### src/rtl/otter_hazard_ctrl.sv
// otter_hazard_ctrl: OTTER 5-stage hazard unit (forwarding, load-use stall,
// redirect flush, dmem freeze) with a scoreboard of in-flight destinations.
// Ports: CLK/RST (async, active-high); Decode fields D_*; EX_REDIRECT;
// DMEM_WAIT; PC_WRITE, *_EN, *_FLUSH, FWD_A/B; STALL_CYCLES, FLUSH_COUNT.
module otter_hazard_ctrl #(
  parameter int CNT_W = 32
) (
  input  logic             CLK,
  input  logic             RST,
  input  logic [4:0]       D_RS1,
  input  logic [4:0]       D_RS2,
  input  logic             D_USES_RS1,
  input  logic             D_USES_RS2,
  input  logic [4:0]       D_RD,
  input  logic             D_REG_WRITE,
  input  logic             D_MEM_READ,
  input  logic             EX_REDIRECT,
  input  logic             DMEM_WAIT,
  output logic             PC_WRITE,
  output logic             FD_EN,
  output logic             DE_EN,
  output logic             EM_EN,
  output logic             MW_EN,
  output logic             FD_FLUSH,
  output logic             DE_FLUSH,
  output logic [1:0]       FWD_A,
  output logic [1:0]       FWD_B,
  output logic [CNT_W-1:0] STALL_CYCLES,
  output logic [CNT_W-1:0] FLUSH_COUNT
);

  localparam logic [0:0] RUN    = 1'b0;
  localparam logic [0:0] FREEZE = 1'b1;

  typedef struct packed {
    logic [4:0] rd;
    logic       we;
    logic       ld;
    logic [4:0] rs1;
    logic [4:0] rs2;
    logic       u1;
    logic       u2;
  } ex_slot_t;

  typedef struct packed {
    logic [4:0] rd;
    logic       we;
  } wr_slot_t;

  ex_slot_t   ex_q, ex_d;
  wr_slot_t   mem_q, mem_d;
  wr_slot_t   wb_q, wb_d;
  logic [0:0] state_q, state_d;
  logic [CNT_W-1:0] stall_q, stall_d;
  logic [CNT_W-1:0] flush_q, flush_d;

  logic ex_we, mem_we, wb_we;
  logic load_use;
  logic c_wait, c_redir, c_lu;
  logic frz_entry, frz_hold;
  logic stall_inc, flush_inc;

  // x0 is never a real producer
  assign ex_we  = ex_q.we  & (|ex_q.rd);
  assign mem_we = mem_q.we & (|mem_q.rd);
  assign wb_we  = wb_q.we  & (|wb_q.rd);

  always_comb begin
    FWD_A = 2'b00;
    if (ex_q.u1 && mem_we && mem_q.rd == ex_q.rs1)
      FWD_A = 2'b01;
    else if (ex_q.u1 && wb_we && wb_q.rd == ex_q.rs1)
      FWD_A = 2'b10;
  end

  always_comb begin
    FWD_B = 2'b00;
    if (ex_q.u2 && mem_we && mem_q.rd == ex_q.rs2)
      FWD_B = 2'b01;
    else if (ex_q.u2 && wb_we && wb_q.rd == ex_q.rs2)
      FWD_B = 2'b10;
  end

  assign load_use = ex_q.ld & ex_we &
    ((D_USES_RS1 & (D_RS1 == ex_q.rd)) |
     (D_USES_RS2 & (D_RS2 == ex_q.rd)));

  always_comb begin
    c_wait   = 1'b0;
    c_redir  = 1'b0;
    c_lu     = 1'b0;
    PC_WRITE = 1'b1;
    FD_EN    = 1'b1;
    DE_EN    = 1'b1;
    EM_EN    = 1'b1;
    MW_EN    = 1'b1;
    FD_FLUSH = 1'b0;
    DE_FLUSH = 1'b0;
    priority case (1'b1)
      DMEM_WAIT: begin
        c_wait   = 1'b1;
        PC_WRITE = 1'b0;
        FD_EN    = 1'b0;
        DE_EN    = 1'b0;
        EM_EN    = 1'b0;
        MW_EN    = 1'b0;
      end
      EX_REDIRECT: begin
        c_redir  = 1'b1;
        FD_FLUSH = 1'b1;
        DE_FLUSH = 1'b1;
      end
      load_use: begin
        c_lu     = 1'b1;
        PC_WRITE = 1'b0;
        FD_EN    = 1'b0;
        DE_FLUSH = 1'b1;
      end
      default: ;
    endcase
  end

  always_comb begin
    ex_d  = ex_q;
    mem_d = mem_q;
    wb_d  = wb_q;
    if (!c_wait) begin
      wb_d  = mem_q;
      mem_d = '{rd: ex_q.rd, we: ex_q.we};
      if (c_redir || c_lu)
        ex_d = '0;
      else
        ex_d = '{rd:  D_RD,
                 we:  D_REG_WRITE,
                 ld:  D_MEM_READ,
                 rs1: D_RS1,
                 rs2: D_RS2,
                 u1:  D_USES_RS1,
                 u2:  D_USES_RS2};
    end
  end

  assign state_d = DMEM_WAIT ? FREEZE : RUN;

  // a freeze counts every cycle: first cycle on entry, rest while held
  assign frz_entry = DMEM_WAIT & (state_q == RUN);
  assign frz_hold  = DMEM_WAIT & (state_q == FREEZE);
  assign stall_inc = frz_entry | frz_hold | c_lu;
  assign flush_inc = c_redir;

  always_comb begin
    stall_d = stall_q;
    flush_d = flush_q;
    if (stall_inc && stall_q != '1)
      stall_d = stall_q + CNT_W'(1);
    if (flush_inc && flush_q != '1)
      flush_d = flush_q + CNT_W'(1);
  end

  always_ff @(posedge CLK or posedge RST) begin
    if (RST) begin
      ex_q    <= '0;
      mem_q   <= '0;
      wb_q    <= '0;
      state_q <= RUN;
      stall_q <= '0;
      flush_q <= '0;
    end else begin
      ex_q    <= ex_d;
      mem_q   <= mem_d;
      wb_q    <= wb_d;
      state_q <= state_d;
      stall_q <= stall_d;
      flush_q <= flush_d;
    end
  end

  assign STALL_CYCLES = stall_q;
  assign FLUSH_COUNT  = flush_q;

endmodule

### config.mk
export PLATFORM = sky130hd
export DESIGN_NAME = otter_hazard_ctrl
export DESIGN_NICKNAME = d
export VERILOG_FILES = /design/src/rtl/otter_hazard_ctrl.sv
export SDC_FILE = /design/constraint.sdc
export NUM_CORES = 1
export LEC_CHECK = 0
export CAP_MARGIN = 20
export CORE_ASPECT_RATIO = 0.7
export CORE_MARGIN = 2
export CORE_UTILIZATION = 55
export DETAILED_ROUTE_END_ITERATION = 12
export DONT_BUFFER_PORTS = 1
export PLACE_DENSITY = 0.7
export SLEW_MARGIN = 10
export SYNTH_ARGS = -nofsm -noshare
export SYNTH_HDL_FRONTEND = slang
export SYNTH_SLANG_ARGS = --single-unit
### constraint.sdc
create_clock -name CLK -period 4 [get_ports CLK]
set_input_delay 0.4 -clock CLK [delete_from_list [all_inputs] [get_ports CLK]]
set_output_delay 0.4 -clock CLK [all_outputs]
set_load 0.03 [all_outputs]
== After elaboration in Yosys (flattened, before gate mapping) ==
Cells that the tools add are included.

* Flip-flop bits (word level): 96
* Bits in latches: 0
* Bits in writable memories: 0
* ROM bits: 0
* Input port bits: 23
* Output and inout bits: 75
* Word-level logic and storage cells: 68
* Memories kept: 0

* Add/sub/neg operators: 2
* $mul: 0
* Div/mod/pow operators: 0
* $lt $le $gt $ge: 0
* Eq/ne operators: 8
* Shifts and indexed selects: 0
* Muxes and demuxes: 17
* Bitwise operators: 13
* Reduce and logical (&&, ||, !) cells: 14

{| class="wikitable"
|+ Operators with widths
! kind !! count
|-
| $add 32x1->32 const B || 2
|-
| $ne 32x32->1 const B || 2
|-
| $eq 5x5->1 || 6
|-
| $mux 19 || 1
|-
| $reduce_or 5->1 || 3
|-
| $mux 1 || 12
|-
| $logic_and 1x1->1 || 10
|-
| $and 1x1->1 || 9
|-
| $mux 2 || 4
|-
| $or 1x1->1 || 3
|-
| $logic_or 1x1->1 || 1
|-
| $not 1->1 || 1
|}

== Logic depth before layout (Yosys ltp) ==
* Depth in word-level cells: 9
* Mapped depth: 10
* Gate-level depth less buffers: 8

== Least setup slack after synthesis ==
Ideal clock, no wire load.

* Kind: register to output
* Start: register mem_q[2] (netlist bit)
* End: output port FWD_A[1]
* Arrival time: 2.057 ns
* Required time: 3.600 ns
* Setup slack: 1.543 ns
* Stages on the path, launching flop included: 5
* Buffers on the path: 0
* Path through: dfrtp_1 > or4_1 > o21ai_0 > nor3_1 > nor3_1

* Cells in the longest elaborated chain, start to end: 5
* Elaborated cells on any way between the ends: 6
* Those cells by class: eq/ne (1); mux (1); bitwise (1); reduce/logical (3)

{| class="wikitable"
|+ Ends and longest elaborated chain
! element !! line !! source
|-
| start, declared || 51 || <nowiki>wr_slot_t mem_q, mem_d;</nowiki>
|-
| start signal, assigned || 170 || <nowiki>mem_q <= mem_d;</nowiki>
|-
| $reduce_or 5->1 || 65 || <nowiki>assign mem_we = mem_q.we & (|mem_q.rd);</nowiki>
|-
| $and 1x1->1 || 65 ||
|-
| $logic_and 1x1->1 || 70 || <nowiki>if (ex_q.u1 && mem_we && mem_q.rd == ex_q.rs1)</nowiki>
|-
| $logic_and 1x1->1 (*) || 70 ||
|-
| $mux 2 (*) || 70 ||
|-
| end, declared || 26 || <nowiki>output logic [1:0] FWD_A,</nowiki>
|}

Mark *: on every way between the ends. The rest lies on a longest branch, timed or not.

== Worst setup path after layout ==
* Start: register mem_q[3] (netlist bit)
* End: output port FWD_B[1]

* Cells in the longest elaborated chain, start to end: 5
* Elaborated cells on any way between the ends: 6
* Those cells by class: eq/ne (1); mux (1); bitwise (1); reduce/logical (3)

{| class="wikitable"
|+ Ends and longest elaborated chain
! element !! line !! source
|-
| $reduce_or 5->1 || 65 ||
|-
| $and 1x1->1 || 65 ||
|-
| $logic_and 1x1->1 || 78 || <nowiki>if (ex_q.u2 && mem_we && mem_q.rd == ex_q.rs2)</nowiki>
|-
| $logic_and 1x1->1 (*) || 78 ||
|-
| $mux 2 (*) || 78 ||
|-
| end, declared || 27 || <nowiki>output logic [1:0] FWD_B,</nowiki>
|}

Marks and branches as above.

==> impl_metrics.json <==
{
  "first_pass_iters": 9,
  "crit_slowest_cell": "nor3_1",
  "postCtsSetupRepairBufs": 0,
  "cp_slowest_stage_delay_ns": 0.79,
  "critPathArrivalTime_ns": 2.60,
  "antenna_cells": 0,
  "fp.dieH_um": 80.3,
  "setup-tns-final_ns": 0,
  "place_ws_ns": 1.29,
  "hold_class": "in -> async",
  "grt_setup_unrepaired": "false",
  "floorplan.initialDensity": 0.574,
  "track_usage": 0.214,
  "drtIter0Drc": 173,
  "path_class": "reg -> out",
  "area_growth_pct": 8.21,
  "p_leak_nw": 2.20,
  "post-route-cell-area_um2": 4950,
  "grt_max_degree": 64,
  "cts_hold_buf": 0,
  "chipWidth_um": 113,
  "hold_viol": 0,
  "cts_resized": 0,
  "powerDensity_nw_per_um2": 487,
  "synth.yosys.warnings": 0,
  "crit_chain": "or4_1, o21ai_0, nor3_1, nor3_1",
  "core_area_um2": 7970,
  "final_cell_mix": "95 x dfrtp_1, 64 x xnor2_1, 29 x nand2_1",
  "port_buffers": 0,
  "postSynthAreaPerCell_um2": 11.7,
  "rr_worst_depth": 8,
  "cts_inserted_buffers": 9,
  "clockBufferDepth": 2,
  "row_count": 27,
  "outcome": "complete, but fails checks",
  "synth_enable_flop_cells": 0,
  "grt_pass1_vias": 2914,
  "rr_endpoint": "STALL_CYCLES[16]",
  "worst_pin_slew_ns": 0.993,
  "dieArea_um2": 9070,
  "fin_crit_sh": 0.750,
  "worstSetupEndpointType": "output port",
  "syn-num-nets": 417,
  "ios": 98,
  "finalMaxSlewViolations": 0,
  "grt.overflow.total": 0,
  "fmax_mhz": 333,
  "wl_per_cell_um": 18.2,
  "timing.rr.start": "ex_q[17]",
  "clock-sinks": 95,
  "ys_seq_area_frac": 0.520,
  "critPathRequiredTime_ns": 3.60,
  "clock_skew_ns": 0.00574,
  "synth.largest_area_cell": "dfrtp_1",
  "final_common_cell": "dfrtp_1",
  "grt_pass1_wl_mm": 15.1,
  "synth_top_area_frac": 0.520,
  "synth_top_cells_by_area": "dfrtp_1 52%, xnor2_1 12%, xor2_1 5.0%",
  "vias": 2933,
  "ys_types": 44,
  "htreeDepth": 3,
  "synth_ff_type": "dfrtp_1",
  "drc_errors": 3,
  "cts_tree": "yes",
  "worst-r2r-setup-slack_ns": 1.30,
  "place_area_um2": 4640,
  "maxCapViolations": 0,
  "syn-cell-area_um2": 4570,
  "nNetsFinal": 419,
  "worst_slack_ns": 1.00,
  "start_kind": "flip-flop",
  "violations": "design-rule violations",
  "route.final.wire_length_mm": 9.08,
  "drive_gt1_frac": 0.140,
  "path_buf_inv": 0,
  "ant_nets": 0,
  "grt_antenna_before_repair": 0,
  "async_reset_ff_frac": 1.00,
  "clock_latency_ns": 0.34,
  "period_needed_ns": 3.00,
  "cp_common_cell": "nor3_1",
  "critPathTopFamily": "simple AND/OR/NAND/NOR gates",
  "ys_seq_elements": 95,
  "relSlewSlack": 0.333,
  "place_hpwl_mm": 6.45,
  "setup_viol": 0,
  "routed_via_density": 5.87,
  "synthCells": 392,
  "clockRootBuffer": "clkbuf_16",
  "clk_pin_slew_ns": 0.07,
  "path_max_fanout": 5,
  "gp_congestion": 0.808,
  "ir_drop_mv": 0.302
}
-- layer usage --
layer | global-route usage | wire length [µm] | vias up
li1 | - | - | 1381
met1 | 0.293 | 4250 | 1453
met2 | 0.320 | 4090 | 89
met3 | 0.0808 | 648 | 10
met4 | 0.0585 | 93 | 0
met5 | 0 | 0 | -
-- Yosys cell counts, types with 4 or more instances --
cell type / instances
inv_1: 6
nand3_1: 18
nand2_1: 29
xnor2_1: 64
nor3_1: 10
nor2_1: 17
xor2_1: 26
nand4_1: 21
nand3_2: 9
nor4_1: 4
and4_1: 7
dfrtp_1: 95
and3_1: 11
mux2_2: 13
buf_6: 4
a22o_1: 18
-- worst reg2reg max path, cell delays in order (launching register included) --
cell and delay, ns:
dfrtp_1 0.44, xor2_1 0.19, nor4_2 0.27, a32oi_1 0.16
o31a_1 0.56, a21oi_4 0.20, buf_4 0.38, nand4_1 0.19
xnor2_1 0.17
-- power by group --
| part | switching [mW] | leakage [nW] | internal, mW |
|---|---|---|---|
| sequential | 0.248 | 1.27 | 1.05 |
| combinational | 0.124 | 0.788 | 0.124 |
| clock | 0.360 | 0.141 | 0.503 |
| total | 0.733 | 2.20 | 1.68 |
-- state kept, by name, summed over array words and instances (netlist names) --
name / cells
ex_q: 19
mem_q: 6
wb_q: 6
STALL_CYCLES: 32
FLUSH_COUNT: 32
-- worst max-delay path by stage --
stage | from | endpoint | slack (ns) | cells past startpoint
finish | mem_q[3] | FWD_B[1] | 1.00 | 4
global placement | ex_q[17] | STALL_CYCLES[1] | 1.35 | 7
global route | mem_q[2] | FWD_A[1] | 0.89 | 4
detailed placement | ex_q[17] | STALL_CYCLES[1] | 1.29 | 7
floorplan | RST | FLUSH_COUNT[0] | 1.12 | 1
CTS | mem_q[3] | FWD_B[1] | 0.98 | 4
-- per-stage QoR --
step	util	cells	power (mW)	hold WS, ns
finish	0.621	500	2.41	0.0587
global route	0.621	500	2.51	0.135
CTS	0.621	500	2.43	0.105
detailed placement	0.582	484	1.56	0.474
floorplan	-	392	1.51	0.473
global placement	0.581	483	1.55	0.466
-- cells by family (layout without fill, tap and decap cells) --
logic type	count (synthesis)	in the layout	synth area share
adder cells (fa/ha/maj)	2	2	0.00547
buffers and inverters	19	26	0.0252
AO/OA/AOI/OAI	28	28	0.0539
XOR/XNOR	91	91	0.176
multiplexers	13	13	0.0320
flip-flops	95	95	0.520
AND/OR/NAND/NOR	144	144	0.188
-- area by class of cell --
| type | count | area [µm²] |
|---|---|---|
| fillers | 660 | 3020 |
| flip-flops and latches | 95 | 2380 |
| multi-input cells | 278 | 2080 |
| clock buffers | 10 | 239 |
| well taps | 101 | 126 |
| clock inverters | 6 | 70.1 |
| repair buffers | 4 | 30.0 |
| inverters | 6 | 25.0 |
Power figures use the tool's default switching activity.
==> patch: new RTL, config.mk and constraints unchanged <==
`CNT_W`: 32 -> 64.
--- a/src/rtl/otter_hazard_ctrl.sv
+++ b/src/rtl/otter_hazard_ctrl.sv
@@ -4,5 +4,5 @@
 // DMEM_WAIT; PC_WRITE, *_EN, *_FLUSH, FWD_A/B; STALL_CYCLES, FLUSH_COUNT.
 module otter_hazard_ctrl #(
-  parameter int CNT_W = 32
+  parameter int CNT_W = 64
 ) (
   input  logic             CLK,
Interface: changed (resized FLUSH_COUNT and STALL_CYCLES); port bits go from 98 to 162. The function was not compared with the original's and may differ.
==> patch against the unedited design <==
Power increased by 66%; first-iteration DRC count grew to 2.9 times the old value; global-route usage grew 4.5 points; routed wire length grew 120%; final area grew 77%; setup slack worse by 0.18 ns; sequential share of layout area decreased by 2.5 points; area after synthesis is 74% higher; utilization up 0.33 points; via count increased by 100%; hold slack got worse by 0.027 ns; sequential cell count grew 64; non-clock buffer count rose by 7; fmax fell by 5.7%; largest cell class unchanged.
==> patch: results (changes against the unedited design) <==
* Dpl ws at 1.011 ns (-0.2800 ns)
* Gate Count Post-Synth at 763 (+95%)
* Pre-antenna DRT Iters at 5 (-4)
* Outcome: finished clean
* Setup crit start: mem_q[2]
* Comb pwr share at 0.084 (-0.019)
* Met3 WL at 1.750 mm (+170%)
* Clk tree area frac at 0.06697 (+0.004535)
* Mapped Nets at 788 (+89%)
* Inverters at 16 (+10)
* Vias in the first global route at 5805 (+99%)
* CP Capture Point: FWD_A[1]
* Met3 Use GR at 0.08166 (+0.0009047)
* Seq/total area at 0.4551 (-0.02522)
* WL met2 at 8.344 mm (+100%)
* 1st-iter DRT viols at 496 (+190%)
* Final worst slack at 0.8191 ns (-0.1812 ns)
* Fraction of layout cells with a size suffix above 1 at 0.09806 (-0.04229)
* Comb_multi_in at 558 (+100%)
* Leading post-synthesis cells by cell area: dfrtp_1, xnor2_1, xor2_1, nand4_1, nand3_1
* Clk_lat worst skew at 0.42 ns (+0.08 ns)
* Filler cells at 1147 (+74%)
* Hold Slack at 0.03153 ns (-0.02714 ns)
* Met1 GRT Util at 0.3891 (+0.09653)
* Final Non-Filler Cells at 965 (+93%)
* Non-clock buffer share at 0.01131 (+0.005238)
* Worst R2R Setup Slack at 0.89 ns (-0.41 ns)
* Sw frac at 0.2827 (-0.02155)
* Final nets at 788 (+88%)
* Largest net degree at the start of global routing at 160 (+150%)
* Post-synthesis cell type count at 45 (+2.3%)
* Post-DP Area at 8158 sq um (+76%)
* Fin Clk Skew at 0.008008 ns (+0.002272 ns)
* Reg2Reg Depth at 6 (-2)
* Register area share after synthesis at 0.4999 (-0.01977)
* CTS H-tree lvls at 4 (+1)
* Number of port buffers at 0 (unchanged)
* CP max stage delay at 0.81 ns (+0.02 ns)
* Most frequent cells after synthesis: dfrtp_1, xnor2_1, nand4_1, xor2_1, nand2_1
* R2R Path End: STALL_CYCLES[1]
* Leakage power at 3.712 nW (+69%)
* Detail Placement HPWL at 13.75 mm (+110%)
* Slew @ Worst Pin at 1.064 ns (+0.07191 ns)
* Wire length of the first global-routing pass at 31.84 mm (+110%)
* DRT Wirelength at 19.57 mm (+120%)
* Tot GR Track Use at 0.2587 (+0.04515)
* Clock buffer count from CTS at 17 (+8)
* Fraction of area in multi-input gates at 0.4322 (+0.01154)
* Via density at 6.213 (+5.9%)
* RR Startpoint: STALL_CYCLES[19]
* Met2 Usage GRT at 0.3532 (+0.03280)
* Seq. pwr at 2.04 mW (+57%)
* N_taps at 190 (+88%)
* WL met1 at 9.077 mm (+110%)
* Crit path DAT at 2.78 ns (+0.18 ns)
* Internal Power at 2.860 mW (+71%)
* Clock sink total at 159 (+67%)
[patch: cell types whose count changed in the layout (fill, tap and decap cells not counted), moves of 5 or more]
| cell | unedited run | this run |
|---|---|---|
| nand3_2 | 9 | 0 |
| inv_1 | 5 | 14 |
| nand2_1 | 29 | 60 |
| dfrtp_1 | 95 | 159 |
| xor2_1 | 26 | 64 |
| clkbuf_16 | 9 | 17 |
| nor4_1 | 4 | 36 |
| nor2_1 | 17 | 41 |
| buf_4 | 4 | 9 |
| nand3_1 | 18 | 56 |
| nand4_1 | 21 | 66 |
| nor3_1 | 10 | 39 |
| or2_2 | 0 | 5 |
| xnor2_1 | 64 | 91 |
[patch: cell families after synthesis]
family                     Yosys count  share of synthesized area
and+or+nand+nor                    361                     0.2520
DFF                                159                     0.4999
xor gates and xnor gates           155                     0.1706
buffers and inverters               46                    0.02531
AOI/OAI and AO/OA                   26                    0.02924
muxes                               14                    0.01981
adders and majority gates            2                   0.003144
